--- src/rtl/ctrl_pkg.sv ---
// Shared definitions for the RV32 multi-cycle control unit and its datapath:
// opcodes, ALU operation codes, the sequencer state enum and instruction classes.
package ctrl_pkg;

  localparam logic [6:0] OP_R    = 7'b0110011;
  localparam logic [6:0] OP_I    = 7'b0010011;
  localparam logic [6:0] OP_LW   = 7'b0000011;
  localparam logic [6:0] OP_SW   = 7'b0100011;
  localparam logic [6:0] OP_BEQ  = 7'b1100011;
  localparam logic [6:0] OP_JAL  = 7'b1101111;
  localparam logic [6:0] OP_JALR = 7'b1100111;
  localparam logic [6:0] OP_LUI  = 7'b0110111;

  localparam logic [3:0] ALU_AND = 4'b0000;
  localparam logic [3:0] ALU_OR  = 4'b0001;
  localparam logic [3:0] ALU_ADD = 4'b0010;
  localparam logic [3:0] ALU_SUB = 4'b0110;
  localparam logic [3:0] ALU_SLT = 4'b0111;

  typedef enum logic [2:0] {
    FETCH  = 3'd0,
    DECODE = 3'd1,
    EXEC   = 3'd2,
    MEM    = 3'd3,
    WB     = 3'd4
  } state_t;

  typedef enum logic [3:0] {
    CLS_R, CLS_I, CLS_LW, CLS_SW, CLS_BEQ, CLS_JAL, CLS_JALR, CLS_LUI, CLS_BAD
  } class_t;

  function automatic class_t opcode_class(input logic [6:0] opcode);
    case (opcode)
      OP_R:    return CLS_R;
      OP_I:    return CLS_I;
      OP_LW:   return CLS_LW;
      OP_SW:   return CLS_SW;
      OP_BEQ:  return CLS_BEQ;
      OP_JAL:  return CLS_JAL;
      OP_JALR: return CLS_JALR;
      OP_LUI:  return CLS_LUI;
      default: return CLS_BAD;
    endcase
  endfunction

endpackage

--- src/rtl/alu_decoder.sv ---
// Maps an instruction class plus funct3/funct7[5] to the ALU operation and
// flags encodings the control unit does not support.
import ctrl_pkg::*;

module alu_decoder (
  input  class_t      cls,
  input  logic [2:0]  funct3,
  input  logic        funct7_5,
  output logic [3:0]  aluctl,
  output logic        legal
);

  always_comb begin
    aluctl = ALU_AND;
    legal  = 1'b1;
    case (cls)
      CLS_R: begin
        case (funct3)
          3'b000:  aluctl = funct7_5 ? ALU_SUB : ALU_ADD;
          3'b111:  aluctl = ALU_AND;
          3'b110:  aluctl = ALU_OR;
          3'b010:  aluctl = ALU_SLT;
          default: legal  = 1'b0;
        endcase
      end
      CLS_I: begin
        case (funct3)
          3'b000:  aluctl = ALU_ADD;
          3'b111:  aluctl = ALU_AND;
          3'b110:  aluctl = ALU_OR;
          3'b010:  aluctl = ALU_SLT;
          default: legal  = 1'b0;
        endcase
      end
      CLS_LW, CLS_SW: aluctl = ALU_ADD;
      CLS_BEQ: begin
        aluctl = ALU_SUB;
        legal  = (funct3 == 3'b000);
      end
      CLS_JAL, CLS_JALR, CLS_LUI: aluctl = ALU_AND;
      default: legal = 1'b0;
    endcase
    if (!legal) aluctl = ALU_AND;
  end

endmodule

--- src/rtl/multicycle_control.sv ---
// Multi-cycle sequencer for the RV32 datapath: FETCH/DECODE/EXEC/MEM/WB with
// control outputs decoded from fields latched at the end of FETCH.
import ctrl_pkg::*;

module multicycle_control #(
  parameter int W = 32
) (
  input  logic         clk,
  input  logic         rst,
  input  logic [31:0]  instruction,
  input  logic         zero,
  output logic         ir_en,
  output logic         pc_en,
  output logic         branch,
  output logic         mem2reg,
  output logic         memwrite,
  output logic         alusrc,
  output logic         regwrite,
  output logic         pcsrc,
  output logic [3:0]   aluctl,
  output logic         illegal,
  output logic [2:0]   state,
  output logic [W-1:0] instret
);

  state_t       state_q, state_d;
  logic [6:0]   opcode_q;
  logic [2:0]   funct3_q;
  logic         funct7_5_q;
  logic [W-1:0] instret_q;
  class_t       cls;
  logic [3:0]   dec_aluctl;
  logic         dec_legal;
  logic         unused_bits;

  assign unused_bits = ^{instruction[31], instruction[29:15], instruction[11:7]};
  assign cls = opcode_class(opcode_q);

  alu_decoder u_alu_decoder (
    .cls      (cls),
    .funct3   (funct3_q),
    .funct7_5 (funct7_5_q),
    .aluctl   (dec_aluctl),
    .legal    (dec_legal)
  );

  always_ff @(posedge clk or negedge rst) begin
    if (!rst) state_q <= FETCH;
    else      state_q <= state_d;
  end

  // Later states decode only from these, so the live instruction bus may change.
  always_ff @(posedge clk or negedge rst) begin
    if (!rst) begin
      opcode_q   <= 7'd0;
      funct3_q   <= 3'd0;
      funct7_5_q <= 1'b0;
    end else if (state_q == FETCH) begin
      opcode_q   <= instruction[6:0];
      funct3_q   <= instruction[14:12];
      funct7_5_q <= instruction[30];
    end
  end

  always_ff @(posedge clk or negedge rst) begin
    if (!rst)                  instret_q <= '0;
    else if (pc_en && !illegal) instret_q <= instret_q + W'(1);
  end

  always_comb begin
    state_d = FETCH;
    case (state_q)
      FETCH:  state_d = DECODE;
      DECODE: begin
        if (!dec_legal)          state_d = FETCH;
        else if (cls == CLS_LUI) state_d = WB;
        else                     state_d = EXEC;
      end
      EXEC: begin
        case (cls)
          CLS_R, CLS_I:   state_d = WB;
          CLS_LW, CLS_SW: state_d = MEM;
          default:        state_d = FETCH;
        endcase
      end
      MEM:     state_d = (cls == CLS_LW) ? WB : FETCH;
      default: state_d = FETCH;
    endcase
  end

  always_comb begin
    ir_en    = 1'b0;
    pc_en    = 1'b0;
    branch   = 1'b0;
    mem2reg  = 1'b0;
    memwrite = 1'b0;
    alusrc   = 1'b0;
    regwrite = 1'b0;
    pcsrc    = 1'b0;
    aluctl   = ALU_AND;
    illegal  = 1'b0;
    case (state_q)
      FETCH:  ir_en = 1'b1;
      DECODE: begin
        illegal = !dec_legal;
        pc_en   = !dec_legal;
      end
      EXEC: begin
        aluctl = dec_aluctl;
        alusrc = (cls == CLS_I) || (cls == CLS_LW) || (cls == CLS_SW);
        branch = (cls == CLS_BEQ);
        pcsrc  = (cls == CLS_JAL) || ((cls == CLS_BEQ) && zero);
        pc_en  = (cls == CLS_BEQ) || (cls == CLS_JAL) || (cls == CLS_JALR);
      end
      MEM: begin
        aluctl   = dec_aluctl;
        alusrc   = 1'b1;
        memwrite = (cls == CLS_SW);
        pc_en    = (cls == CLS_SW);
      end
      WB: begin
        aluctl   = dec_aluctl;
        alusrc   = (cls == CLS_I) || (cls == CLS_LW);
        mem2reg  = (cls == CLS_LW);
        regwrite = 1'b1;
        pc_en    = 1'b1;
      end
      default: ir_en = 1'b0;
    endcase
    // Reset kills every output immediately so an in-flight write never lands.
    if (!rst) begin
      ir_en    = 1'b0;
      pc_en    = 1'b0;
      branch   = 1'b0;
      mem2reg  = 1'b0;
      memwrite = 1'b0;
      alusrc   = 1'b0;
      regwrite = 1'b0;
      pcsrc    = 1'b0;
      aluctl   = ALU_AND;
      illegal  = 1'b0;
    end
  end

  assign state   = state_q;
  assign instret = instret_q;

endmodule

--- config.mk ---
export PLATFORM = sky130hd
export DESIGN_NAME = multicycle_control
export DESIGN_NICKNAME = d
export VERILOG_FILES = /design/src/rtl/ctrl_pkg.sv /design/src/rtl/alu_decoder.sv /design/src/rtl/multicycle_control.sv
export SDC_FILE = /design/constraint.sdc
export NUM_CORES = 1
export LEC_CHECK = 0
export BUFFER_PORTS_ARGS = -buffer_cell sky130_fd_sc_hd__buf_2
export CORE_ASPECT_RATIO = 1.2
export CORE_MARGIN = 5
export CORE_UTILIZATION = 46
export DETAILED_ROUTE_END_ITERATION = 12
export PLACE_DENSITY = 0.77
export SETUP_SLACK_MARGIN = 0.1
export SLEW_MARGIN = 0
export SYNTH_ARGS = -nofsm -noshare
export SYNTH_HDL_FRONTEND = slang
export SYNTH_SLANG_ARGS = --single-unit
--- constraint.sdc ---
create_clock -name clk -period 2.15 [get_ports clk]
set_input_delay 0.215 -clock clk [delete_from_list [all_inputs] [get_ports clk]]
set_output_delay 0.215 -clock clk [all_outputs]
set_load 0.02 [all_outputs]
==> flow_metrics.tcl <==
set metrics [dict create \
    status "finished, violations left" \
    violations "setup timing" \
    cts_made_buffers 5 \
    worstHoldStart "instruction[5]" \
    synth_nets 279 \
    synth.top_cell.area_share_pct 45.7 \
    num_io_pins 83 \
    critPathArrivalTime_ns 2.23 \
    hold_violations 0 \
    antenna_found_initial 0 \
    track_usage_pct 18.5 \
    cts.sinks 46 \
    grt_pass1_vias 2283 \
    diodes 0 \
    yosys.cell_count.top_type "dfrtp_1" \
    skew_ns 0.00691 \
    yosys_register_bits 46 \
    vias_per_cell 5.59 \
    crit_path_max_fanout 3 \
    wl_per_cell_um 17.0 \
    worst_pin_slew_ns 0.532 \
    ir_worst_vdd_v 0.000501 \
    routed_wl_um 7080 \
    yosys-top-cells-count "dfrtp_1, xnor2_1, nand2_1" \
    finalCritPeriodShare_pct 114 \
    synth_area_leader_cell "dfrtp_1" \
    rsz0062_at_grt "yes" \
    rows 29 \
    hpwl_um 4610 \
    finalSetupViolations 32 \
    critPathRequiredTime_ns 1.93 \
    ys_types 51 \
    synth_edf_count 0 \
    nets 389 \
    drt-initial-drc-count 113 \
    cts_root_buf "clkbuf_8" \
    grt_max_degree 43 \
    clk_pin_slew_ns 0.09 \
    grt_pass1_wl_um 10800 \
    r2r_end "instret[24]" \
    ant_nets 0 \
    slew_violations 0 \
    setup_ws_ns -0.299 \
    syn_inst 243 \
    h-tree-depth 2 \
    clockBufferDepth 2 \
    die_w_um 77.6 \
    cts_tree "yes" \
    holdCritPathClass "in2reg" \
    drc_errors 0 \
    yosys_warnings 0 \
    tns_ns -4.22 \
    synthFlopType "dfrtp_1" \
    ff2ff_setup_slack_ns -0.17 \
    initial_utilization_pct 47.6 \
    p_per_area_nw_per_um2 868 \
    place_area_um2 3190 \
    max_freq_mhz 408 \
    layout-drive-gt1-share_pct 51.7 \
    rr_startpoint "opcode_q[3]" \
    core_um2 5300 \
    fin_util_pct 71.7 \
    seq_area_frac_synth_pct 45.7 \
    ff2ff_path_depth 9 \
    power_mw 3.30 \
    netlist_area_um2 2520 \
    dieArea_um2 7070 \
    synthArstFlopShare_pct 100 \
    hold_end "opcode_q[5]" \
    worst_setup_path_end_kind "primary output" \
    max_cap_violations 0 \
    portBuffers 60 \
    gp_congestion 0.826 \
    route.vias.total 2325 \
    synth_area_leaders "dfrtp_1, xnor2_1, mux2_2, nand3_1, nand2_1" \
    p_leak_nw 1.83 \
    fin_area_um2 3800 \
    critPathKind "reg2out" \
    fin_crit_ns 2.45 \
    slew_headroom_pct 64.5 \
    area.growth.synth_to_final_pct 50.6 \
    firstDrtPassIters 4 \
    die_y_um 91.1 \
    syn_avg_cell_area_um2 10.4 \
    clk_latency_ns 0.30 \
    startpoint_type "flip-flop" \
    hold_depth 3 \
    post-place-ws_ns -0.133 \
    grt_overflow 0 \
]
worst max-delay path by stage:
stage | end | cells after the start | slack, ns | from
after floorplan | instret[21] | 7 | -0.07 | state[1]
after global placement | aluctl[2] | 7 | -0.10 | funct3_q[0]
after detailed placement | aluctl[2] | 7 | -0.13 | funct3_q[0]
after CTS | aluctl[2] | 7 | -0.37 | funct3_q[2]
after global routing | aluctl[1] | 7 | -0.40 | funct3_q[0]
final | aluctl[2] | 7 | -0.30 | funct3_q[2]
worst max-delay path, stage by stage, from the launching register on:
cell and delay, ns:
dfrtp_1 0.39, or2_4 0.25, or3_1 0.31, a221o_1 0.39, a211oi_2 0.21, buf_4 0.15
nor2b_4 0.13, buf_6 0.12
timing repair:
action | CTS | global route
gates resized for setup | 42 | 40
pin swaps | 24 | 28
hold buffers | 1 | 0
endpoints found under the hold margin | 5 | 0
buffers inserted | 8 | 8
cloned | 0 | 1
setup endpoints to repair | 37 | 40
per-stage QoR:
stage	hold WS, ns	std cells
2_1_floorplan	-0.0806	243
3_3_place_gp	0.190	391
3_5_place_dp	0.189	391
4_1_cts	0.111	407
5_1_grt	0.127	416
6_report	0.118	416
cells in the final DEF (no fill, tap or decap), drive strengths merged, types with 2 or more instances in the layout:
cell type	count
nand4	12
clkinv	2
and3	9
xnor2	26
or4	2
and2b	2
nor3b	5
xor2	7
o21a	2
nor4b	3
o21ai	5
inv	6
or3	2
clkbuf	7
nor4	2
and2	6
buf	111
dfrtp	46
nor4bb	2
a211oi	3
nor3	6
a21oi	6
mux2	10
nand2	23
nor2	10
and3b	2
a31oi	3
a32oi	2
nor2b	2
nand3	18
flip-flops by register name (all words and copies together), names as in the netlist:
name	cells
state	3
instret	32
funct7_5_q	1
funct3_q	3
opcode_q	7
power breakdown:
| part | leakage, nW | internal [mW] | total [mW] | switching, mW |
|---|---|---|---|---|
| Combinational | 1.18 | 0.845 | 1.65 | 0.801 |
| Clock | 0.0452 | 0.230 | 0.527 | 0.297 |
| Sequential | 0.601 | 0.996 | 1.12 | 0.126 |
logic make-up (layout without fill, tap and decap cells):
group	count (synthesis)	count (layout)	synth area share [%]
AOI/OAI and AO/OA	27	27	7.79
DFF	46	46	45.7
xor gates and xnor gates	33	33	11.5
buffers and inverters	16	127	3.42
other	1	1	0.149
muxes	10	10	4.47
adders and majority gates	1	1	0.496
and+or+nand+nor	109	109	26.6
cell type report:
type                    instances  area [um2]
multi-input cells             181        1600
fillers                       341        1500
flip-flops and latches         46        1150
repair buffers                113         853
well taps                      62        77.6
clock buffers                   6        72.6
inverters                       6        22.5
clock inverters                 2        13.8
metal layers:
metal	routed length, um	part of all wire, %	GRT usage [%]	up-vias
met5	0	0	0	-
met4	131	1.9	6.88	0
met3	400	5.7	4.26	12
met2	3780	53	32.1	67
met1	2760	39	21.9	1163
li1	-	-	-	1083
(Power assumes the default switching activity.)
